### src/rtl/lcd_host.sv
// -----------------------------------------------------------------------------
// lcd_host
//
// Command initiator for the 6x6-image / 3x3-window LCD controller.
// Holds one request at a time and hands it to the controller in the
// controller's command-accept cycle (lcd_busy low). For a load it streams the
// 36 image bytes. It gathers the nine returned window bytes into one packed
// result with a checksum. The controller samples lcd_cmd in every cycle where
// lcd_busy is low, so each idle slot carries an untracked refresh.
//
// Ports
//   clk, reset         clock, asynchronous active-high reset
//   req_valid/req_op   request strobe and opcode (0 refresh, 1 load,
//                      2 right, 3 left, 4 up, 5 down, 6-7 -> refresh)
//   req_ready          holding register empty
//   img_addr/img_rd    image byte address and read strobe while loading
//   img_data           image byte, combinational read of img_addr
//   res_valid          one-cycle pulse carrying a tracked result
//   res_op             op of the completed request
//   res_window         window bytes, byte i in [8i+7:8i], raster order
//   res_sum            sum of the nine window bytes
//   host_busy          a request is held or a tracked command is in flight
//   lcd_cmd/_valid     command and strobe to the controller
//   lcd_datain         load byte to the controller
//   lcd_dataout        window byte from the controller
//   lcd_output_valid   window byte strobe
//   lcd_busy           controller busy; low marks the command-accept cycle
// -----------------------------------------------------------------------------
module lcd_host (
  input  logic        clk,
  input  logic        reset,
  input  logic        req_valid,
  input  logic [2:0]  req_op,
  output logic        req_ready,
  output logic [5:0]  img_addr,
  output logic        img_rd,
  input  logic [7:0]  img_data,
  output logic        res_valid,
  output logic [2:0]  res_op,
  output logic [71:0] res_window,
  output logic [11:0] res_sum,
  output logic        host_busy,
  output logic [2:0]  lcd_cmd,
  output logic        lcd_cmd_valid,
  output logic [7:0]  lcd_datain,
  input  logic [7:0]  lcd_dataout,
  input  logic        lcd_output_valid,
  input  logic        lcd_busy
);

  localparam logic [2:0] OP_REFRESH = 3'd0;
  localparam logic [2:0] OP_LOAD    = 3'd1;
  localparam logic [2:0] OP_MAX     = 3'd5;
  localparam logic [5:0] LAST_ADDR  = 6'd35;
  localparam logic [3:0] LAST_BYTE  = 4'd8;

  typedef enum logic {
    ST_IDLE,
    ST_LOAD
  } state_t;

  state_t      state_q, state_d;
  logic [5:0]  k_q, k_d;

  logic        hold_valid_q, hold_valid_d;
  logic [2:0]  hold_op_q, hold_op_d;
  logic        inflight_tracked_q, inflight_tracked_d;
  logic [2:0]  inflight_op_q, inflight_op_d;

  logic [71:0] win_q, win_d;
  logic [11:0] sum_q, sum_d;
  logic [3:0]  cnt_q, cnt_d;

  logic        res_valid_q, res_valid_d;
  logic [2:0]  res_op_q, res_op_d;
  logic [71:0] res_window_q, res_window_d;
  logic [11:0] res_sum_q, res_sum_d;

  logic        issue;
  logic [2:0]  cmd_sel;
  logic [2:0]  req_op_norm;
  logic [71:0] win_shift;
  logic [11:0] sum_add;

  // The controller takes a command in every cycle where it is not busy.
  assign issue       = !lcd_busy;
  assign cmd_sel     = hold_valid_q ? hold_op_q : OP_REFRESH;
  // Undefined opcodes are folded to refresh at the door so the held op is
  // always something the controller understands.
  assign req_op_norm = (req_op > OP_MAX) ? OP_REFRESH : req_op;

  // Bytes arrive in raster order; shifting in at the top leaves byte 0 in the
  // low lane once all nine are in.
  assign win_shift   = {lcd_dataout, win_q[71:8]};
  assign sum_add     = sum_q + {4'd0, lcd_dataout};

  always_comb begin
    hold_valid_d       = hold_valid_q;
    hold_op_d          = hold_op_q;
    inflight_tracked_d = inflight_tracked_q;
    inflight_op_d      = inflight_op_q;
    state_d            = state_q;
    k_d                = k_q;
    win_d              = win_q;
    sum_d              = sum_q;
    cnt_d              = cnt_q;
    res_valid_d        = 1'b0;
    res_op_d           = res_op_q;
    res_window_d       = res_window_q;
    res_sum_d          = res_sum_q;

    // Hold register: drained by an issue, refilled only when empty. An empty
    // hold may still accept in an issue cycle; that slot goes out as refresh.
    if (hold_valid_q) begin
      if (issue) begin
        hold_valid_d = 1'b0;
      end
    end else if (req_valid) begin
      hold_valid_d = 1'b1;
      hold_op_d    = req_op_norm;
    end

    if (issue) begin
      inflight_tracked_d = hold_valid_q;
      inflight_op_d      = cmd_sel;
    end

    // Streaming side.
    case (state_q)
      ST_IDLE: begin
        if (issue && (cmd_sel == OP_LOAD)) begin
          state_d = ST_LOAD;
          k_d     = 6'd0;
        end
      end
      ST_LOAD: begin
        if (k_q == LAST_ADDR) begin
          state_d = ST_IDLE;
          k_d     = 6'd0;
        end else begin
          k_d = k_q + 6'd1;
        end
      end
      default: begin
        state_d = ST_IDLE;
        k_d     = 6'd0;
      end
    endcase

    // Window capture. The ninth byte lands in the same cycle the next command
    // is issued, so completion looks at the pre-edge inflight_* values.
    if (lcd_output_valid) begin
      if (cnt_q == LAST_BYTE) begin
        cnt_d       = 4'd0;
        sum_d       = 12'd0;
        win_d       = 72'd0;
        res_valid_d = inflight_tracked_q;
        if (inflight_tracked_q) begin
          res_window_d = win_shift;
          res_sum_d    = sum_add;
          res_op_d     = inflight_op_q;
        end
      end else begin
        cnt_d = cnt_q + 4'd1;
        sum_d = sum_add;
        win_d = win_shift;
      end
    end
  end

  always_ff @(posedge clk or posedge reset) begin
    if (reset) begin
      state_q            <= ST_IDLE;
      k_q                <= 6'd0;
      hold_valid_q       <= 1'b0;
      hold_op_q          <= OP_REFRESH;
      inflight_tracked_q <= 1'b0;
      inflight_op_q      <= OP_REFRESH;
      win_q              <= 72'd0;
      sum_q              <= 12'd0;
      cnt_q              <= 4'd0;
      res_valid_q        <= 1'b0;
      res_op_q           <= 3'd0;
      res_window_q       <= 72'd0;
      res_sum_q          <= 12'd0;
    end else begin
      state_q            <= state_d;
      k_q                <= k_d;
      hold_valid_q       <= hold_valid_d;
      hold_op_q          <= hold_op_d;
      inflight_tracked_q <= inflight_tracked_d;
      inflight_op_q      <= inflight_op_d;
      win_q              <= win_d;
      sum_q              <= sum_d;
      cnt_q              <= cnt_d;
      res_valid_q        <= res_valid_d;
      res_op_q           <= res_op_d;
      res_window_q       <= res_window_d;
      res_sum_q          <= res_sum_d;
    end
  end

  assign req_ready     = !hold_valid_q;
  assign host_busy     = hold_valid_q | inflight_tracked_q;
  assign lcd_cmd_valid = issue;
  assign lcd_cmd       = cmd_sel;
  assign img_rd        = (state_q == ST_LOAD);
  assign img_addr      = img_rd ? k_q : 6'd0;
  assign lcd_datain    = img_rd ? img_data : 8'd0;
  assign res_valid     = res_valid_q;
  assign res_op        = res_op_q;
  assign res_window    = res_window_q;
  assign res_sum       = res_sum_q;

endmodule

### config.mk
export PLATFORM = sky130hd
export DESIGN_NAME = lcd_host
export DESIGN_NICKNAME = d
export VERILOG_FILES = /design/src/rtl/lcd_host.sv
export SDC_FILE = /design/constraint.sdc
export NUM_CORES = 1
export LEC_CHECK = 0
export CORE_MARGIN = 2
export CORE_UTILIZATION = 40
export CTS_CLUSTER_DIAMETER = 60
export DETAILED_ROUTE_END_ITERATION = 12
export DONT_BUFFER_PORTS = 1
export PLACE_DENSITY_LB_ADDON = 0.15
export SYNTH_ARGS = -nofsm -noshare
export SYNTH_HDL_FRONTEND = slang
export SYNTH_SLANG_ARGS = --single-unit
### constraint.sdc
create_clock -name clk -period 6.7 [get_ports clk]
set_clock_uncertainty 0.1 [all_clocks]
set_input_delay 1.34 -clock clk [delete_from_list [all_inputs] [get_ports clk]]
set_output_delay 1.34 -clock clk [all_outputs]
set_load 0.02 [all_outputs]
==> impl_metrics.py, run 1 <==
metrics = {
    "worst_setup_path": {
        "reg2reg_depth": 8,
        "r2r-start": "cnt_q[0]$_DFFE_PP0P_",
        "cp_max_fo": 5,
        "reg2reg_to": "res_window[36]$_DFFE_PP0P_",
        "critPathLaunchType": "input pin",
        "cp_cell_sequence": "inv_1",
        "r2r_slack_ps": 3920,
        "arrival_ps": 1580,
        "crit_path_end_kind": "output pin",
        "critPathMaxStageDelay_ps": 240,
        "cpLargestDelayFamily": "buffers and inverters",
        "cp_slowest_cell": "inv_1",
        "cp_data_required_time_ps": 5260,
        "crit_end": "lcd_cmd_valid",
        "critical_path_buf_inv_count": 1,
        "startpoint": "lcd_busy",
        "crit_cells": 1,
        "critical_path_class": "in2out",
    },
    "clock_network": {
        "clkSinkCount": 183,
        "cts_setup_buffers": 0,
        "h-tree-depth": 4,
        "insertion_delay_ps": 420,
        "clockRootBuffer": "clkbuf_16",
        "cts_tree": "done",
        "cts-resized-gates": 0,
        "clockBufferDepth": 2,
        "cts.clk_slew.worst_paths_ps": 70,
        "ctsHoldBuffers": 0,
        "cts_inserted_buffers": 17,
    },
    "global_routing": {
        "grt-ovfl-total": 0,
        "grt_pass1_vias": 4756,
        "grt_use_total_pct": 16.9,
        "grt_max_degree": 122,
        "grt_first_pass_wirelength_um": 26100,
        "antenna_found_initial": 0,
    },
    "floorplanning": {
        "die_h_um": 139,
        "io_pins": 133,
        "placementRows": 49,
        "die-area_um2": 19400,
        "coreArea_um2": 18000,
        "start_util_pct": 40.8,
        "die_x_um": 139,
    },
    "placed_design": {
        "place.gp.congestion": 0.844,
        "hpwl_um": 10300,
        "io_buffers": 0,
    },
    "yosys": {
        "syn_area_per_cell_um2": 10.2,
        "synth_cell_type_count": 42,
        "syn_nets": 754,
        "syn_inst": 718,
        "ys_ff_latch": 183,
        "synth_area_um2": 7330,
        "yosysSeqAreaShare_pct": 62.5,
        "synth_warnings": 0,
    },
    "detailed_routing": {
        "wl_per_cell_um": 16.8,
        "via_per_inst": 5.09,
        "drcViolationCount": 0,
        "vias": 4794,
        "routed_wl_um": 15800,
        "ant_nets": 0,
        "drt_iter0_drc": 212,
        "first_pass_iters": 4,
    },
    "sta": {
        "final-hold-violation-count": 0,
        "period_share_pct": 45.1,
        "rsz0062_at_grt": "no",
        "drv_slew": 0,
        "finalSetupTns_ps": 0,
        "slew_headroom_pct": 29.3,
        "period_needed_ps": 3020,
        "worstMarginPinSlew_ps": 1060,
        "max_freq_mhz": 331,
        "hold_ws_ps": 377,
        "setup_viol": 0,
    },
    "power_and_ir_drop": {
        "power.density_nw_per_um2": 460,
        "ir_worst_vdd_uv": 186,
        "p_leak_nw": 3.78,
    },
    "worst_hold_path": {
        "hold_path.class": "reg2reg",
    },
    "finish": {
        "final_core_util_pct": 45.2,
        "nFillCells": 1724,
        "antenna_cells": 0,
        "drive_gt1_share_pct": 6.74,
        "area_growth_syn_to_layout_pct": 10.7,
        "final_nets": 736,
    },
    "run": {
        "cap_violations": 0,
    },
    "status": {
        "status": "completed",
    },
}
[cell usage after synthesis]
library cell  number  area share [%]
or3_1              3            0.26
nor3_1             2            0.14
o21ai_2            2            0.24
mux2_2             3            0.46
o211ai_2           1            0.17
o22ai_1           62             5.3
o31ai_1            1            0.10
dfrtp_1          183              62
a31oi_2            1            0.17
ha_1              11             1.9
o21bai_1           1            0.10
buf_2             21             1.4
o41ai_2            1            0.22
mux2i_1            1            0.14
o2111a_1           1            0.15
clkbuf_1          19            0.97
o21ai_1           20             1.4
a21oi_1            6            0.41
xor2_1             4            0.48
nor2_1             5            0.26
or2_2              1           0.085
nand2_1          142             7.3
a22o_1             2            0.24
a21o_1             3            0.31
a31oi_1            4            0.34
o2111ai_2          1            0.20
a211oi_2           1            0.17
o211ai_1           1            0.10
and2_1            17             1.5
nand3_2            1            0.14
and3_1             1           0.085
o21ai_0           86             5.9
nor2b_1            3            0.26
fa_1               1            0.27
a21boi_0           2            0.20
inv_1             81             4.1
a211oi_1           2            0.20
nand4_1            3            0.26
xnor2_1            7            0.84
nand2b_1           6            0.51
nor4_1             1           0.085
nand3_1            4            0.27
[final cells by class]
class / instances / area, um2 / area share, %
repair buffers: 3 / 22.5 / 0.278
inverters: 81 / 309 / 3.81
well taps: 229 / 287 / 3.53
flip-flops and latches: 183 / 4580 / 56.4
clock buffers: 17 / 425 / 5.24
multi-input cells: 414 / 2290 / 28.2
clock inverters: 14 / 200 / 2.47
[where the power goes]
part / leakage [nW] / total, W / switching (W) / internal [W]
clock: 0.302 / 0.00106 / 0.000433 / 0.000628
sequential: 2.42 / 0.00190 / 0.000469 / 0.00143
combinational: 1.06 / 0.000768 / 0.000483 / 0.000285
total: 3.78 / 0.00373 / 0.00139 / 0.00234
[per-stage QoR]
stage | power, W | setup slack (ps) | cell area, um2 | instances
2_1_floorplan | 0.00249 | 288 | 7330 | 718
3_3_place_gp | 0.00267 | 3510 | 7490 | 910
6_report | 0.00373 | 3680 | 8110 | 941
3_5_place_dp | 0.00270 | 3530 | 7490 | 910
4_1_cts | 0.00377 | 3640 | 8110 | 941
5_1_grt | 0.00397 | 3570 | 8110 | 941
[per-layer routing]
layer / share of wire [%] / vias to the layer above / global-route usage (%)
met2: 47 / 125 / 26.8
met3: 6.0 / 10 / 5.30
met5: 0 / - / 0
met1: 46 / 2297 / 22.5
met4: 0.91 / 0 / 5.10
li1: - / 2362 / -
[state kept, by name, summed over array words and instances (netlist names)]
name / count
hold_valid_q: 1
res_window: 72
res_sum: 12
sum_q: 12
inflight_op_q: 3
k_q: 6
hold_op_q: 3
cnt_q: 4
res_op: 3
img_rd: 1
win_q: 64
inflight_tracked_q: 1
res_valid: 1
[cell usage in the layout, fill, tap and decap left out, drive strengths merged]
cell type | netlist | routed
or3 | 3 | 3
or2 | 1 | 1
nor4 | 1 | 1
dfrtp | 183 | 183
nor2b | 3 | 3
a211oi | 3 | 3
nor2 | 5 | 5
nand3 | 5 | 5
o21bai | 1 | 1
o22ai | 62 | 62
o41ai | 1 | 1
nand2 | 142 | 142
a22o | 2 | 2
inv | 81 | 83
and3 | 1 | 1
nand2b | 6 | 6
fa | 1 | 1
o211ai | 2 | 2
a31oi | 5 | 5
clkbuf | 19 | 17
a21o | 3 | 3
a21boi | 2 | 2
clkinvlp | 0 | 2
mux2i | 1 | 1
xor2 | 4 | 4
and2 | 17 | 17
ha | 11 | 11
a21oi | 6 | 6
o31ai | 1 | 1
clkinv | 0 | 6
buf | 21 | 3
o21ai | 108 | 108
xnor2 | 7 | 7
o2111a | 1 | 1
mux2 | 3 | 3
o2111ai | 1 | 1
bufinv | 0 | 4
nor3 | 2 | 2
nand4 | 3 | 3
[kinds of logic after synthesis]
group	share of synthesized area (%)
AOI/OAI and AO/OA	15.9
and+or+nand+nor	11.1
DFF	62.5
buffers and inverters	6.55
adders and majority gates	2.15
xor gates and xnor gates	1.31
muxes	0.597
[worst min-delay path by stage]
| stage | from | end | cells past startpoint |
|---|---|---|---|
| 6_report | inflight_op_q[1]$_DFFE_PP0N_ | res_op[1]$_DFFE_PP0P_ | 2 |
| 5_1_grt | inflight_op_q[1]$_DFFE_PP0N_ | res_op[1]$_DFFE_PP0P_ | 2 |
| 4_1_cts | inflight_op_q[1]$_DFFE_PP0N_ | res_op[1]$_DFFE_PP0P_ | 2 |
| 3_5_place_dp | inflight_op_q[1]$_DFFE_PP0N_ | res_op[1]$_DFFE_PP0P_ | 2 |
| 3_3_place_gp | inflight_op_q[1]$_DFFE_PP0N_ | res_op[1]$_DFFE_PP0P_ | 2 |
| 2_1_floorplan | inflight_op_q[0]$_DFFE_PP0N_ | res_op[0]$_DFFE_PP0P_ | 2 |
Note: power is estimated with default switching activity, not from simulation.
==> inputs of run 2 (changes only) <==
ABC_AREA = 1   (was default)
clock period = 2.88 ns   (was 6.7 ns; I/O delays follow)
==> impl_metrics.py, run 2 <==
metrics = {
    "status": {
        "status": "completed",
    },
    "power_and_ir_drop": {
        "power.density_nw_per_um2": 1130,
        "p_leak_nw": 4.28,
        "p_total_w": 0.00969,
        "ir_worst_vdd_uv": 443,
    },
    "clock_network": {
        "cts.clk_slew.worst_paths_ps": 70,
        "cts_inserted_buffers": 17,
        "insertion_delay_ps": 420,
        "ctsHoldBuffers": 0,
        "cts-resized-gates": 0,
        "cts_tree": "done",
        "clkSinkCount": 183,
        "clockRootBuffer": "clkbuf_16",
        "clockBufferDepth": 2,
        "h-tree-depth": 4,
        "cts_setup_buffers": 0,
    },
    "sta": {
        "hold_ws_ps": 42.2,
        "drv_slew": 0,
        "setup_viol": 0,
        "fin_ws_ps": 665,
        "max_freq_mhz": 452,
        "slew_headroom_pct": 50.8,
        "period_needed_ps": 2210,
        "period_share_pct": 76.9,
        "final-hold-violation-count": 0,
        "rsz0062_at_grt": "no",
        "worstMarginPinSlew_ps": 737,
    },
    "worst_setup_path": {
        "r2r_slack_ps": 680,
        "arrival_ps": 1540,
        "cp_data_required_time_ps": 2200,
        "critPathLaunchType": "register",
        "crit_path_end_kind": "output pin",
        "critical_path_class": "reg2out",
        "startpoint": "img_rd$_DFF_PP0_",
        "r2r-start": "cnt_q[0]$_DFFE_PP0P_",
        "cp_max_fo": 20,
    },
    "yosys": {
        "synthFlopType": "dfrtp_1",
        "synth_top_area_share_pct": 59.0,
        "synth_warnings": 0,
        "synth.most_common_cell": "nand2_1",
        "syn_nets": 822,
        "ys_ff_latch": 183,
        "synth_cell_type_count": 32,
        "async_reset_ff_share_pct": 100,
        "yosysSeqAreaShare_pct": 59.0,
        "synth_area_um2": 7760,
        "syn_inst": 786,
        "synth_area_leaders": "dfrtp_1 59%, nand2_1 9.8%, o21ai_2 7.9%, inv_1 5.8%, o22ai_1 5.3%",
        "yosysTopAreaCell": "dfrtp_1",
        "syn_area_per_cell_um2": 9.87,
        "synthTopCellsByCount": "203 x nand2_1, 183 x dfrtp_1, 120 x inv_1",
        "synth_edf_count": 0,
    },
    "global_routing": {
        "grt_pass1_vias": 5036,
        "grt_max_degree": 71,
        "grt_first_pass_wirelength_um": 26900,
        "antenna_found_initial": 0,
        "grt-ovfl-total": 0,
        "grt_use_total_pct": 16.8,
    },
    "floorplanning": {
        "die-area_um2": 20500,
        "io_pins": 133,
        "start_util_pct": 41.1,
        "placementRows": 50,
        "die_h_um": 143,
        "coreArea_um2": 18900,
        "die_x_um": 143,
    },
    "placed_design": {
        "hpwl_um": 11300,
        "dp_slack_ps": 645,
        "place.gp.congestion": 0.864,
        "io_buffers": 0,
        "place_inst": 1017,
    },
    "detailed_routing": {
        "drcViolationCount": 0,
        "via_per_inst": 4.87,
        "ant_nets": 0,
        "wl_per_cell_um": 15.7,
        "vias": 5111,
        "first_pass_iters": 6,
        "routed_wl_um": 16500,
        "drt_iter0_drc": 236,
    },
    "finish": {
        "final_cells": 1049,
        "antenna_cells": 0,
        "largest_reg_flops": 72,
        "most-common-layout-cells": "202 x nand2_1, 183 x dfrtp_1, 119 x inv_1",
        "final_nets": 812,
        "drive_gt1_share_pct": 15.3,
        "area_growth_syn_to_layout_pct": 10.8,
        "final_common_cell": "nand2_1",
    },
    "run": {
        "cap_violations": 0,
    },
    "worst_hold_path": {
        "hold_path.class": "in2async",
    },
}
==> run 2: cell types whose count changed in the layout (fill, tap and decap cells not counted), moves of 6 or more <==
cell,previous run,this run
buf_12,0,6
o21ai_2,2,70
o21ai_1,19,7
inv_1,80,119
nor2_1,5,12
and2_1,17,0
nand2_1,142,202
o21ai_0,86,16
nand2b_1,6,0
nand3_1,4,25
==> run 2: worst max-delay path, cell delays in order, from the launching register on <==
cell and delay (ps):
dfrtp_1 790, nand2_1 130, inv_1 190
==> run 2: cell type report <==
type                       count  area, um2
inverter                     124        474
clock inverter                14        170
tap                          260        325
timing repair buffer           9        143
clock buffer                  18        439
fill                        1847      10300
multi-input combinational    441       2460
sequential                   183       4580
==> run 2: worst paths after layout <==
check,to,depth (start not counted)
min in group clk,hold_op_q[2]$_DFFE_PP0P_,1
max reg2reg,res_window[2]$_DFFE_PP0P_,10
max in group asynchronous,win_q[19]$_DFFE_PP0P_,2
min reg2reg,sum_q[6]$_DFFE_PP0P_,2
max,lcd_datain[0],2
min,res_window[65]$_DFFE_PP0P_,1
==> run 2: kinds of logic after synthesis <==
kind of cell / Yosys count / share of synthesized area (%)
compound gates: 167 / 15.4
buf+inv: 162 / 9.27
flops: 183 / 59.0
simple gates: 253 / 13.2
fa+ha+maj: 12 / 2.03
xor+xnor: 9 / 1.02
==> run 2: metal layers <==
metal / up-vias / GRT usage [%] / wire [um]
met1: 2462 / 22.3 / 7380
li1: 2507 / - / -
met3: 16 / 5.06 / 982
met4: 0 / 4.85 / 223
met5: - / 0 / 0
met2: 126 / 26.8 / 7930
==> run 2: power breakdown <==
part           switching, W  total [W]  internal (W)
registers           0.00145    0.00498       0.00353
clock network       0.00101    0.00241       0.00140
logic               0.00143    0.00230      0.000868
total               0.00390    0.00969       0.00579
==> run 2: stage by stage <==
stage	TNS [ps]	utilization (%)	cell area, um2
after global placement	0	42.3	7990
after floorplan	-26820	-	7760
after CTS	0	45.5	8590
after global routing	0	45.5	8590
after detailed placement	0	42.3	7990
final	0	45.5	8590
==> inputs of run 3 (changes only) <==
clock period = 1.97 ns   (was 2.88 ns; I/O delays follow)
==> impl_metrics.py, run 3 (same netlist as run 2, synthesis figures left out) <==
metrics = {
    "finish": {
        "largest_reg_flops": 72,
        "final_area_um2": 8760,
        "final_nets": 830,
        "drive_gt1_share_pct": 16.6,
        "area_growth_syn_to_layout_pct": 12.9,
        "antenna_cells": 0,
        "final_common_cell": "nand2_1",
        "most-common-layout-cells": "202 x nand2_1, 182 x dfrtp_1, 119 x inv_1",
        "final_core_util_pct": 46.4,
    },
    "worst_setup_path": {
        "crit_top_cell": "nand2_1",
        "crit_path_end_kind": "register",
        "critical_path_buf_inv_count": 0,
        "cpLargestDelayFamily": "simple AND/OR/NAND/NOR gates",
        "r2r_slack_ps": 130,
        "arrival_ps": 2050,
        "cp_data_required_time_ps": 2180,
        "cp_cell_sequence": "ha_2, fa_2, nand3_2, nand3_2, nand2_1, nand2_1, or2_2, nand3_1, nand2_1",
        "cp_slowest_cell": "dfrtp_1",
        "critical_path_class": "reg2reg",
        "critPathMaxStageDelay_ps": 380,
        "cp_max_fo": 2,
        "critPathLaunchType": "register",
    },
    "sta": {
        "drv_slew": 0,
        "final-hold-violation-count": 0,
        "period_needed_ps": 1840,
        "max_freq_mhz": 543,
        "worstMarginPinSlew_ps": 428,
        "fin_ws_ps": 130,
        "rsz0062_at_grt": "no",
        "setup_viol": 0,
        "period_share_pct": 93.4,
        "slew_headroom_pct": 71.2,
    },
    "detailed_routing": {
        "routed_wl_um": 17000,
        "wl_met1_um": 7820,
        "vias": 5241,
        "drcViolationCount": 0,
        "first_pass_iters": 5,
        "drt_iter0_drc": 251,
        "met2_length_um": 8090,
        "top_layer_used": "met4",
        "ant_nets": 0,
        "via_per_inst": 4.92,
        "wl_per_cell_um": 15.9,
        "met3WireLength_um": 817,
    },
    "placed_design": {
        "place.gp.congestion": 0.836,
        "dpl-instance-area_um2": 8100,
        "io_buffers": 0,
        "hpwl_um": 11700,
        "dp_slack_ps": 16.2,
    },
    "floorplanning": {
        "start_util_pct": 41.1,
        "die_x_um": 143,
        "die_h_um": 143,
        "die-area_um2": 20500,
        "io_pins": 133,
        "coreArea_um2": 18900,
        "placementRows": 50,
    },
    "power_and_ir_drop": {
        "p_leak_nw": 4.36,
        "power.density_nw_per_um2": 1610,
        "p_total_w": 0.0141,
        "ir_worst_vdd_uv": 635,
    },
    "clock_network": {
        "clkSinkCount": 183,
        "insertion_delay_ps": 420,
        "cts_tree": "done",
        "cts_inserted_buffers": 17,
        "cts.clk_slew.worst_paths_ps": 70,
        "clockRootBuffer": "clkbuf_16",
        "clockBufferDepth": 2,
        "h-tree-depth": 4,
    },
    "global_routing": {
        "grt_first_pass_wirelength_um": 27300,
        "grt_pass1_vias": 5150,
        "grt_use_total_pct": 17.1,
        "antenna_found_initial": 0,
        "grt-ovfl-total": 0,
        "grt_max_degree": 66,
    },
    "run": {
        "cap_violations": 0,
    },
    "status": {
        "status": "completed",
    },
    "worst_hold_path": {
        "hold_path.class": "in2reg",
    },
}
[run 3: what timing repair did]
item,CTS,global route
buffers inserted,0,1
hold buffers,5,0
endpoints found under the hold margin,77,0
endpoints found under the setup margin,0,23
resized for setup,0,6
[run 3: final timing paths]
kind	startpoint	to	cells past startpoint
max	sum_q[0]$_DFFE_PP0P_	sum_q[6]$_DFFE_PP0P_	9
min reg2reg	sum_q[7]$_DFFE_PP0P_	sum_q[7]$_DFFE_PP0P_	2
min in group asynchronous	reset	win_q[47]$_DFFE_PP0P_	2
max in group asynchronous	reset	img_rd$_DFF_PP0_	3
min	req_op[0]	hold_op_q[0]$_DFFE_PP0P_	2
max reg2reg	sum_q[0]$_DFFE_PP0P_	sum_q[6]$_DFFE_PP0P_	9
[run 3: cell type report]
type | instances | area [um2]
Clock buffer | 24 | 472
Clock inverter | 7 | 95.1
Fill cell | 1833 | 10100
Inverter | 124 | 474
Multi-Input combinational cell | 441 | 2480
Sequential cell | 183 | 4580
Tap cell | 260 | 325
Timing Repair Buffer | 27 | 337
[run 3: per-layer routing]
metal | GRT usage, % | up-vias
met5 | 0 | -
met4 | 5.68 | 0
met3 | 4.09 | 20
met2 | 27.2 | 110
met1 | 23.1 | 2558
li1 | - | 2553
[run 3: stage by stage]
step	setup TNS, ps	instances	hold slack (ps)
final	0	1066	25.8
after global routing	0	1066	23.2
after CTS	0	1065	5.25
after detailed placement	0	1029	196
after global placement	0	1029	188
after floorplan	-160040	786	349
[run 3: power breakdown]
group	internal [W]	total, W	switching [W]
Clock	0.00193	0.00331	0.00137
Sequential	0.00516	0.00728	0.00212
Combinational	0.00136	0.00353	0.00217
Total	0.00845	0.0141	0.00567
